`config.mk`:
```
export PLATFORM = sky130hd
export DESIGN_NAME = conv_window_gen
export DESIGN_NICKNAME = d
export VERILOG_FILES = /design/src/rtl/ws_cnn_pkg.sv /design/src/rtl/win_col_shift.sv /design/src/rtl/conv_window_gen.sv
export SDC_FILE = /design/constraint.sdc
export NUM_CORES = 1
export LEC_CHECK = 0
export CELL_PAD_IN_SITES_DETAIL_PLACEMENT = 0
export CELL_PAD_IN_SITES_GLOBAL_PLACEMENT = 1
export CORE_MARGIN = 1.5
export CORE_UTILIZATION = 40
export CTS_BUF_LIST = sky130_fd_sc_hd__clkbuf_2 sky130_fd_sc_hd__clkbuf_4 sky130_fd_sc_hd__clkbuf_8
export DETAILED_ROUTE_END_ITERATION = 6
export DONT_BUFFER_PORTS = 1
export PLACE_DENSITY = 0.64
export SKIP_CTS_REPAIR_TIMING = 1
export SYNTH_ARGS = -nofsm -noshare
export SYNTH_HDL_FRONTEND = slang
export SYNTH_SLANG_ARGS = --single-unit
```
`constraint.sdc`:
```
create_clock -name sys_clk -period 4.7 [get_ports sys_clk]
set_clock_uncertainty 0.1 [all_clocks]
set_input_delay 1.41 -clock sys_clk [delete_from_list [all_inputs] [get_ports sys_clk]]
set_output_delay 1.41 -clock sys_clk [all_outputs]
set_load 0.01 [all_outputs]
```
`src/rtl/ws_cnn_pkg.sv`:
```
// Shared types and constants for the CNN window path.
// Holds the pixel type, default image geometry, the window-generator
// state encoding and the window bus index helper.
package ws_cnn_pkg;

  // Pixel width and default image geometry
  localparam int PIX_W     = 8;
  localparam int DEF_IMG_W = 32;
  localparam int DEF_IMG_H = 32;

  // Width of the column / row-triplet counters and index outputs
  localparam int CNT_W = 5;

  // Window geometry
  localparam int WIN_DIM  = 3;
  localparam int WIN_TAPS = WIN_DIM * WIN_DIM;

  // Signed two's complement pixel
  typedef logic signed [PIX_W-1:0] pixel_t;

  // Window generator sequencing
  typedef enum logic [1:0] {
    FILL   = 2'd0,
    STREAM = 2'd1,
    DRAIN  = 2'd2
  } win_state_t;

  // LSB position of tap (r, c) on the flattened window bus.
  // r0 is the x1 (top) row, c0 the oldest column.
  function automatic int win_lsb(input int r, input int c, input int w);
    return (r * WIN_DIM + c) * w;
  endfunction

endpackage

```
`src/rtl/win_col_shift.sv`:
```
// 3-deep x 3-row pixel shift register feeding the window bus.
// Tap 0 holds the oldest column, tap 2 the newest. A shift either loads the
// incoming column or, with i_zero set, a column of zeros (used for the
// right-hand padding column).
module win_col_shift
  import ws_cnn_pkg::*;
#(
  parameter int DATA_W = PIX_W
) (
  input  logic                            sys_clk,
  input  logic                            rst,
  input  logic                            i_shift,
  input  logic                            i_zero,
  input  logic [WIN_DIM*DATA_W-1:0]       i_col,
  output logic [WIN_TAPS*DATA_W-1:0]      o_win
);

  genvar gi, gj;

  generate
    for (gi = 0; gi < WIN_DIM; gi++) begin : g_row
      logic [DATA_W-1:0] r_tap [WIN_DIM];
      logic [DATA_W-1:0] w_new;

      assign w_new = i_zero ? '0 : i_col[gi*DATA_W +: DATA_W];

      // Age this row by one column; the newest tap takes the incoming pixel
      always_ff @(posedge sys_clk or posedge rst) begin
        if (rst) begin
          for (int k = 0; k < WIN_DIM; k++) begin
            r_tap[k] <= '0;
          end
        end else if (i_shift) begin
          for (int k = 0; k < WIN_DIM-1; k++) begin
            r_tap[k] <= r_tap[k+1];
          end
          r_tap[WIN_DIM-1] <= w_new;
        end
      end

      for (gj = 0; gj < WIN_DIM; gj++) begin : g_col
        assign o_win[win_lsb(gi, gj, DATA_W) +: DATA_W] = r_tap[gj];
      end
    end
  endgenerate

endmodule

```
`src/rtl/conv_window_gen.sv`:
```
// 3x3 sliding-window generator placed after the image row buffer.
// Accepts one three-pixel column per beat and presents one 3x3 window per
// beat, tagged with column and row-triplet position; pulses frame_done when
// the last window of a frame is taken.
// Build option: define WIN_ZERO_PAD_EN for 'same' horizontal padding (a zero
// column on each side of every row, IMG_W windows per row). Without it the
// generator runs in 'valid' mode (IMG_W-2 windows per row).
module conv_window_gen
  import ws_cnn_pkg::*;
#(
  parameter int DATA_W = PIX_W,
  parameter int IMG_W  = DEF_IMG_W,
  parameter int IMG_H  = DEF_IMG_H
) (
  input  logic                       sys_clk,
  input  logic                       rst,
  input  logic                       en,
  input  logic                       in_valid,
  output logic                       in_ready,
  input  logic [DATA_W-1:0]          x1,
  input  logic [DATA_W-1:0]          x2,
  input  logic [DATA_W-1:0]          x3,
  output logic                       win_valid,
  input  logic                       win_ready,
  output logic [WIN_TAPS*DATA_W-1:0] win,
  output logic [CNT_W-1:0]           col_idx,
  output logic [CNT_W-1:0]           row_idx,
  output logic                       frame_done
);

  // Last column of a row and last row triplet of a frame
  localparam logic [CNT_W-1:0] LAST_COL = CNT_W'(IMG_W - 1);
  localparam logic [CNT_W-1:0] LAST_ROW = CNT_W'(IMG_H - 3);

  win_state_t        r_state;
  logic [CNT_W-1:0]  r_col_cnt;
  logic [CNT_W-1:0]  r_row_cnt;
  logic              r_win_valid;
  logic [CNT_W-1:0]  r_col_idx;
  logic [CNT_W-1:0]  r_row_idx;

  logic              w_room;
  logic              w_pad;
  logic              w_accept;
  logic              w_pad_beat;
  logic              w_consume;
  logic              w_shift;
  logic [WIN_DIM*DATA_W-1:0] w_col;

`ifdef WIN_ZERO_PAD_EN
  // With a zero column ahead of column 0, the first full window exists
  // after the second accepted column; col_idx then names the centre column.
  localparam logic [CNT_W-1:0] FIRST_COL = CNT_W'(1);

  logic r_pad_inject;

  assign w_pad = r_pad_inject;

  // Schedule one zero-column beat after the last real column of each row
  always_ff @(posedge sys_clk or posedge rst) begin
    if (rst) begin
      r_pad_inject <= 1'b0;
    end else if (w_accept && (r_col_cnt == LAST_COL)) begin
      r_pad_inject <= 1'b1;
    end else if (w_pad_beat) begin
      r_pad_inject <= 1'b0;
    end
  end
`else
  // Without padding a window needs three real columns
  localparam logic [CNT_W-1:0] FIRST_COL = CNT_W'(2);

  assign w_pad = 1'b0;
`endif

  // The window register may be overwritten when empty or being consumed
  assign w_room     = !r_win_valid || win_ready;
  assign in_ready   = en && !rst && (r_state != DRAIN) && w_room && !w_pad;
  assign w_accept   = in_valid && in_ready;
  assign w_pad_beat = en && !rst && w_pad && w_room;
  assign w_consume  = r_win_valid && win_ready;
  assign w_shift    = w_accept || w_pad_beat;

  // Last window leaves while draining: no pending pad column, so this
  // handshake is the final one of the frame.
  assign frame_done = en && !rst && (r_state == DRAIN) && r_win_valid &&
                      win_ready && !w_pad;

  assign w_col = {x3, x2, x1};

  win_col_shift #(
    .DATA_W (DATA_W)
  ) u_shift (
    .sys_clk (sys_clk),
    .rst     (rst),
    .i_shift (w_shift),
    .i_zero  (w_pad_beat),
    .i_col   (w_col),
    .o_win   (win)
  );

  // Sequencing: column/row counters, window valid flag and position tags
  always_ff @(posedge sys_clk or posedge rst) begin
    if (rst) begin
      r_state     <= FILL;
      r_col_cnt   <= '0;
      r_row_cnt   <= '0;
      r_win_valid <= 1'b0;
      r_col_idx   <= '0;
      r_row_idx   <= '0;
    end else if (en) begin
      if (w_accept) begin
        // Column counter and row-triplet bookkeeping
        if (r_col_cnt == LAST_COL) begin
          r_col_cnt <= '0;
          if (r_row_cnt == LAST_ROW) begin
            r_state <= DRAIN;
          end else begin
            r_row_cnt <= r_row_cnt + CNT_W'(1);
            r_state   <= FILL;
          end
        end else begin
          r_col_cnt <= r_col_cnt + CNT_W'(1);
          if (r_col_cnt == FIRST_COL - CNT_W'(1)) begin
            r_state <= STREAM;
          end
        end
        // A new window appears once enough columns of this row are held;
        // during fill the previous window (if any) is being consumed now.
        if (r_col_cnt >= FIRST_COL) begin
          r_win_valid <= 1'b1;
          r_col_idx   <= r_col_cnt - FIRST_COL;
          r_row_idx   <= r_row_cnt;
        end else begin
          r_win_valid <= 1'b0;
        end
      end else if (w_pad_beat) begin
        // Zero column shifted in: the row's last (right-padded) window.
        // Row tag stays with the row that just finished.
        r_win_valid <= 1'b1;
        r_col_idx   <= LAST_COL;
      end else if (w_consume) begin
        r_win_valid <= 1'b0;
        if (r_state == DRAIN) begin
          r_state   <= FILL;
          r_row_cnt <= '0;
        end
      end
    end
  end

  assign win_valid = r_win_valid;
  assign col_idx   = r_col_idx;
  assign row_idx   = r_row_idx;

endmodule

```
==> results list <==
- The later pin in the worst-skew pair is clocked with a latency of roughly 350 ps.
- 0 antenna diodes ended up in the layout.
- Once layout is complete, the utilization of the core stands at 0.436.
* Vertical extent of the die: 102 µm
* Initial antenna violation count: 0
- The finished layout holds around 410 standard cells, fillers aside.
- Top Ports: 114
- Die Span X: 102 µm
- Counting distinct cell types in the post-synthesis netlist gives 33.
- Ys flop type: dfrtp_1
* Hold violation count in the final report: 0
- Relative to the synthesized area, the layout overhead comes to 7.01%.
* Post-DR wirelength/cell: approximately 16 µm
- Average size of a mapped cell: around 15 µm²
* Category of the critical setup timing path: in2out
* Die Footprint: approximately 10000 µm²
- Yosys printed 0 warnings.
- The floorplan has 36 rows.
- FF/Latch Area: 2380 µm²
- After clock tree synthesis, the clock-pin slew on the worst setup and hold paths is 90 ps.
- Hold path cells: 1
- Yosys reg bits: 95
- Synthesis produced a netlist with a net count of between 300 and 400.
- Slew of the pin with the lowest slew margin: 856 ps
- The first detailed-routing pass ran for 4 iterations.
- Maximum capacitance violations: 0
- TritonCTS Buffers: 9
- Prior to clock tree synthesis, the placed netlist has a worst setup slack of approximately 1100 ps.
* Placed cell count: between 300 and 400
- Final TNS setup: 0 ps
* Worst Setup Slack, final: ~1100 ps
- In the routed design, unresolved DRC markers number 0.
- In the finished design, the share of the clock period the worst path needs comes to 0.774.
- Antenna-violating nets left: 0
- Leakage power: between 0.0015 and 0.002 µW
* Tightest slew margin relative to the limit: 0.429
* EDFF count, synth: 0
- Entering global routing, the biggest net connects 49 pins.
* Filler Cells Inserted: 884
* Number of levels in the clock H-tree: 3
* Top area cells in the synthesized netlist: dfrtp_1 60%, mux2_2 21%, mux2_4 2.7%
* Global route overflow: 0
- Achievable Freq: 275 MHz
* Total half-perimeter wirelength after legalization and detailed placement: about 4500 µm
- Summed over all layers, the routed wires come to 6570 µm.
- The cell area that synthesis handed to floorplanning was just under 4000 µm².
* Largest area contributor in the synthesized netlist: dfrtp_1
* DRC marker count from the first detailed-route iteration: 39
* Max IR drop VDD: 252 µV
- In the final layout, the share of cells above drive strength 1 is 0.381.
- Required arrival time at the worst endpoint: about 3200 ps
* Data arrival time of the critical path: approximately 2100 ps
- Of all nets on the critical path, the largest fanout is 6.
- Of all flip-flops after synthesis, the portion carrying an async set or reset was 1.00.
* Leading cell types by count after synthesis: 95 x dfrtp_1, 74 x mux2_2, 15 x nand2_1, 9 x inv_1
* Most common cell in the netlist: dfrtp_1
- TritonCTS built the clock tree.
* Type of the most critical hold path: reg2reg
- For this run, the register share of the synthesized area comes to 0.603.
* Overall via count from detail_route: ~2000
- Global-route wire length before repair: about 10000 µm
- Subtracting the final worst setup slack from the clock period gives 3640 ps.
- Area share of the leading cell type in the synthesized netlist: 0.603
* Final-report max-slew violation count: 0
- No sink is reached through more buffers than the 2 on the longest clock path.
- Initial core utilization: 0.407
- Ratio of routed vias to standard cells: approximately 5
* Clock Tree Root: clkbuf_8
- For this run, the total global-route usage over all layers was measured as 0.129.
- STA classifies the critical path endpoint as a primary output.
- The tree built by TritonCTS fans out to 95 sinks.
* Area of the multi-input gates: between 1000 and 1500 µm²
- Dividing total power by cell area gives a power density of 611 nW/µm².
- Nets: just over 300
- The total area inside the core boundary comes to 9680 µm².
- FF-to-FF path depth: 5
- Synthesis handed over a netlist of roughly 270 instances.
- Number of failing setup endpoints in the final timing report: 0
- Vias in the first global route: approximately 2000
* Crit start category: input pin
- The congestion estimate from routability-driven global placement came to approximately 0.72.
- Run status: completed
* Setup repair after global routing missed its margin: no
- The count of buffers added on input and output ports is 0.
==> layout by cell type, fill, tap and decap left out, types with 2 or more instances in the layout <==
cell type   count
xor2_1          4
clkinvlp_4      2
clkbuf_8        9
ha_1            8
nor2_1          5
a21oi_1         4
inv_1           8
inv_6           2
o21ai_0         6
mux2_2         74
mux2i_1         6
nand2_1        15
dfrtp_1        95
nand2b_1        3
mux2_4          7
nand3_1         3
buf_4           3
==> worst paths after layout <==
kind / from / endpoint / slack (ps)
setup / recovery: en / frame_done / 1060
hold / removal: r_state[0]$_DFFE_PP0P_ / r_state[0]$_DFFE_PP0P_ / 440
setup reg to reg: win_valid$_DFFE_PP0P_ / r_row_cnt[3]$_DFFE_PP0P_ / 2130
hold reg to reg: r_state[0]$_DFFE_PP0P_ / r_state[0]$_DFFE_PP0P_ / 440
max in group asynchronous: rst / r_row_cnt[1]$_DFFE_PP0P_ / 2850
min in group asynchronous: rst / win_valid$_DFFE_PP0P_ / 800
==> report_power, final <==
group | internal [µW] | switching (µW)
sequential | 1150 | 436
clock | 246 | 281
combinational | 302 | 161
==> state kept, by name, indices dropped and copies added, names as in the netlist <==
register and cells:
u_shift.o_win 72, row_idx 5, win_valid 1, r_state 2, col_idx 5, r_col_cnt 5
r_row_cnt 5
==> per-stage QoR <==
step                      power, µW  hold WS [ps]  area (µm²)
after global routing           2760           475        4220
after detailed placement       2090           422        4030
after floorplan                1940           379        3940
after CTS                      2630           443        4220
final                          2580           437        4220
after global placement         2070           408        4030
==> cell families (layout without fill, tap and decap cells) <==
family	count (synthesis)	after routing	share of synthesized area
mux	88	88	0.256
xor+xnor	4	4	0.00888
simple gates	37	37	0.0504
fa+ha+maj	8	8	0.0254
buf+inv	20	27	0.0355
compound gates	14	14	0.0209
flops	95	95	0.603
==> layout make-up <==
| type | count | area share |
|---|---|---|
| clock buffers | 9 | 0.0294 |
| clock inverters | 6 | 0.0160 |
| inverters | 9 | 0.00860 |
| multi-input cells | 151 | 0.338 |
| flip-flops and latches | 95 | 0.563 |
| well taps | 133 | 0.0394 |
| repair buffers | 3 | 0.00534 |
==> critical path, cell delays in order <==
cell     delay, ps
nand2_1         60
or3_1          440
nor2_1         220
==> metal layers <==
metal | vias up | share of wire | global-route usage
met5 | - | 0 | 0
met4 | 0 | 0.019 | 0.0674
met3 | 11 | 0.067 | 0.0417
met2 | 62 | 0.48 | 0.202
met1 | 1030 | 0.43 | 0.159
li1 | 927 | - | -
Power figures use the tool's default switching activity.
==> variant 1 (same flow settings) <==
Build with the macro `WIN_ZERO_PAD_EN` defined.
--- a/src/rtl/conv_window_gen.sv
+++ b/src/rtl/conv_window_gen.sv
@@ -6,4 +6,6 @@
 // column on each side of every row, IMG_W windows per row). Without it the
 // generator runs in 'valid' mode (IMG_W-2 windows per row).
+`define WIN_ZERO_PAD_EN
+
 module conv_window_gen
   import ws_cnn_pkg::*;
Behaviour: not the same (Yosys sat finds a counterexample within 4 cycles, from zero or initial values and one cycle with rst high).
==> variant 1 against the unedited design <==
Total power decreased by 6.2%; setup slack got worse by 0.26 ns; count of clock-buffer cells in the layout increased by 3; global-route usage increased by 3.2 points; wire length increased by 27%; area after synthesis increased by 2.2%; combinational power decreased by 20%; final area increased by 4.0%; sequential cell count increased by 1; critical path type unchanged.
==> variant 1: results (changes against the unedited design) <==
* Crit-path max cell delay at 0.62 ns (was 0.44 ns)
* Commonest cells post-synth: dfrtp_1, nand2_1, mux2_2 (was dfrtp_1, mux2_2, nand2_1)
* Adder-cell share of the synthesized area at 0.0217 (was 0.0254)
* Vias in the first global route at 2512 (was 2020)
* Multiplexer share of the synthesized area at 0.142 (was 0.256)
* Share of layout cells above drive strength 1 at 0.249 (was 0.381)
* FF-to-FF setup slack at 2.25 ns (was 2.13 ns)
* Wirelength per Cell at 17.7 um (was 16.2 um)
* Lkg Pwr at 0.00196 uW (was 0.00188 uW)
* Placed cells at 455 (was 391)
* Non-filler instance count after layout at 471 (was 406)
* Seq/Total Area, Yosys at 0.596 (was 0.603)
* Slowest cell on the critical path: nor3b_1 (was or3_1)
* Xor/xnor cell area share of the yosys netlist at 0.00652 (was 0.00888)
* Worst reg2reg path endpoint: r_row_cnt[4] (was r_row_cnt[3])
* Maximum VDD drop at 224 uV (was 252 uV)
* Largest net degree at the start of global routing at 54 (was 49)
* Status: finished, final reports clean (unchanged)
* Routed vias/inst at 5.31 (was 5.00)
* GRT Overall Usage at 0.161 (was 0.129)
* Mapped Cells at 334 (was 266)
* Synth area leaders: dfrtp_1, mux2_2, nand2_1 (was dfrtp_1, mux2_2, mux2_4)
* Worst Path Arrival at 2.39 ns (was 2.13 ns)
* First-pass GRT wire length at 12.8 mm (was 10.3 mm)
* Routability Congestion at 0.700 (was 0.723)
* Number of fill cells at 939 (was 884)
* Endpoint of the worst hold path: r_row_cnt[4] (was r_state[0])
* Yosys cell types at 41 (was 33)
* Synth Area in Compound Gates at 0.0848 (was 0.0209)
* FF-to-FF Start: r_col_cnt[0] (was win_valid)
* R2R cell count at 6 (was 5)
* Worst slew pin tran at 0.757 ns (was 0.856 ns)
* Hold Path Origin: r_row_cnt[4] (was r_state[0])
## variant 1: cell type report
| cell class | count | area, um2 | share of cell area |
|---|---|---|---|
| multi-input combinational | 211 | 1490 | 0.340 |
| clock inverter | 4 | 76.3 | 0.0174 |
| sequential | 96 | 2400 | 0.547 |
| tap | 133 | 166 | 0.0379 |
| clock buffer | 12 | 159 | 0.0362 |
| timing repair buffer | 6 | 57.6 | 0.0131 |
| inverter | 9 | 36.3 | 0.00826 |
## variant 1: worst max-delay path by stage
stage | from | to | slack (ns)
CTS | en | in_ready | 0.77
finish | en | in_ready | 0.80
global route | en | in_ready | 0.71
global placement | en | in_ready | 0.78
detailed placement | en | in_ready | 0.77
floorplan | rst | col_idx[0] | 0.68
## variant 1: per-stage QoR
stage / hold WS [ns] / setup WS (ns) / instance area [um2] / total power [uW] / utilization
2_1_floorplan: 0.372 / 0.685 / 4030 / 1720 / -
3_3_place_gp: 0.409 / 0.780 / 4160 / 1820 / 0.425
3_5_place_dp: 0.430 / 0.775 / 4160 / 1840 / 0.425
4_1_cts: 0.440 / 0.770 / 4390 / 2460 / 0.449
5_1_grt: 0.484 / 0.714 / 4390 / 2580 / 0.449
6_report: 0.446 / 0.800 / 4390 / 2420 / 0.449
## variant 1: cell families after synthesis
logic type	Yosys count
compound gates	57
xor+xnor	3
fa+ha+maj	7
buf+inv	27
flops	96
mux	50
simple gates	94
## variant 1: routing by layer
metal  share of wire  vias to the layer above  GRT usage
met5               0                        -          0
met4           0.013                        0     0.0593
met3           0.068                        7     0.0531
met2            0.45                       81      0.245
met1            0.47                     1272      0.213
li1                -                     1143          -
## variant 1: where the power goes
group | internal (uW) | total [uW] | switching, uW
sequential | 1090 | 1440 | 344
combinational | 220 | 370 | 151
clock | 336 | 614 | 278
==> variant 2 (config.mk and constraints unchanged) <==
Without the edit above. The 3 states of `win_state_t` get a one-hot encoding in 3 bits.
--- a/src/rtl/ws_cnn_pkg.sv
+++ b/src/rtl/ws_cnn_pkg.sv
@@ -20,8 +20,8 @@
 
   // Window generator sequencing
-  typedef enum logic [1:0] {
-    FILL   = 2'd0,
-    STREAM = 2'd1,
-    DRAIN  = 2'd2
+  typedef enum logic [2:0] {
+    FILL   = 3'b001,
+    STREAM = 3'b010,
+    DRAIN  = 3'b100
   } win_state_t;
 
Function: same outputs for any inputs over 10 cycles, from zero or initial values and one cycle with rst high; not proved beyond that.
==> variant 2 against the unedited design <==
Area after synthesis fell by 0.35%; final area rose by 1.0%; wire length rose by 0.55%; sequential cell count rose by 1; setup slack improved by 0.096 ns; total power rose by 3.6%; via count rose by 1.1%; largest cell class unchanged; highest routed layer unchanged.
==> variant 2: results (changes against the unedited design) <==
* Status: finished, final reports clean (unchanged)
* FF-to-FF setup slack at 2.18 ns (was 2.13 ns)
* Pre-CTS WS at 1.15 ns (was 1.06 ns)
* GRT Overall Usage at 0.136 (was 0.129)
* FMAX at 282 MHz (was 275 MHz)
* Crit path launch: rst (was en)
* Nets at 305 (was 306)
* Endpoint of the worst hold path: r_state[1] (was r_state[0])
* Grt met2 use at 0.213 (was 0.202)
* Hold_ws at 0.430 ns (was 0.437 ns)
* Met3 usage at 0.0725 (was 0.0417)
* Cell Area, Placed at 4050 um2 (was 4030 um2)
* Overall routed net length at 6.60 mm (was 6.57 mm)
* Worst slew pin tran at 0.667 ns (was 0.856 ns)
* R2R cell count at 4 (was 5)
* Syn nets at 302 (was 303)
* Commonest cells post-synth: dfrtp_1, mux2_2, nand2_1 (unchanged)
* Sw frac at 0.341 (about the same)
* Mean Syn Cell Area at 14.8 um2 (about the same)
* DRT iter0 DRCs at 62 (was 39)
* Placed cells at 386 (was 391)
* DPL Wire Length at 4.48 mm (was 4.50 mm)
* Maximum VDD drop at 243 uV (was 252 uV)
* Seq/Total Area, Yosys at 0.612 (was 0.603)
* Share of layout cells above drive strength 1 at 0.392 (was 0.381)
* Maximum net fanout on the critical path at 3 (was 6)
* Yosys cell types at 32 (was 33)
* Vias in the first global route at 2194 (was 2020)
* First-pass GRT wire length at 10.8 mm (was 10.3 mm)
* Number of fill cells at 890 (was 884)
variant 2: power by group through the flow:
stage	logic (uW)	registers [uW]	clock network [uW]
2_1_floorplan	444	1550	0
3_3_place_gp	476	1650	0
3_5_place_dp	493	1650	0
4_1_cts	495	1640	588
5_1_grt	551	1690	615
6_report	485	1630	558
variant 2: kinds of logic after synthesis:
group / Yosys count / share of synthesized area
AOI/OAI and AO/OA: 18 / 0.0344
xor gates and xnor gates: 2 / 0.00446
adders and majority gates: 8 / 0.0255
buffers and inverters: 19 / 0.0248
DFF: 96 / 0.612
muxes: 86 / 0.253
and+or+nand+nor: 36 / 0.0458
variant 2: area by class of cell:
type,instances,area share
inverters,8,0.00763
clock inverters,6,0.0170
clock buffers,10,0.0323
well taps,129,0.0379
flip-flops and latches,96,0.564
multi-input cells,150,0.336
repair buffers,3,0.00528
variant 2: metal layers:
metal | wire, um | up-vias
met2 | 3070 | 82
met3 | 636 | 6
met1 | 2830 | 1024
li1 | - | 941
met4 | 61 | 0
met5 | 0 | -
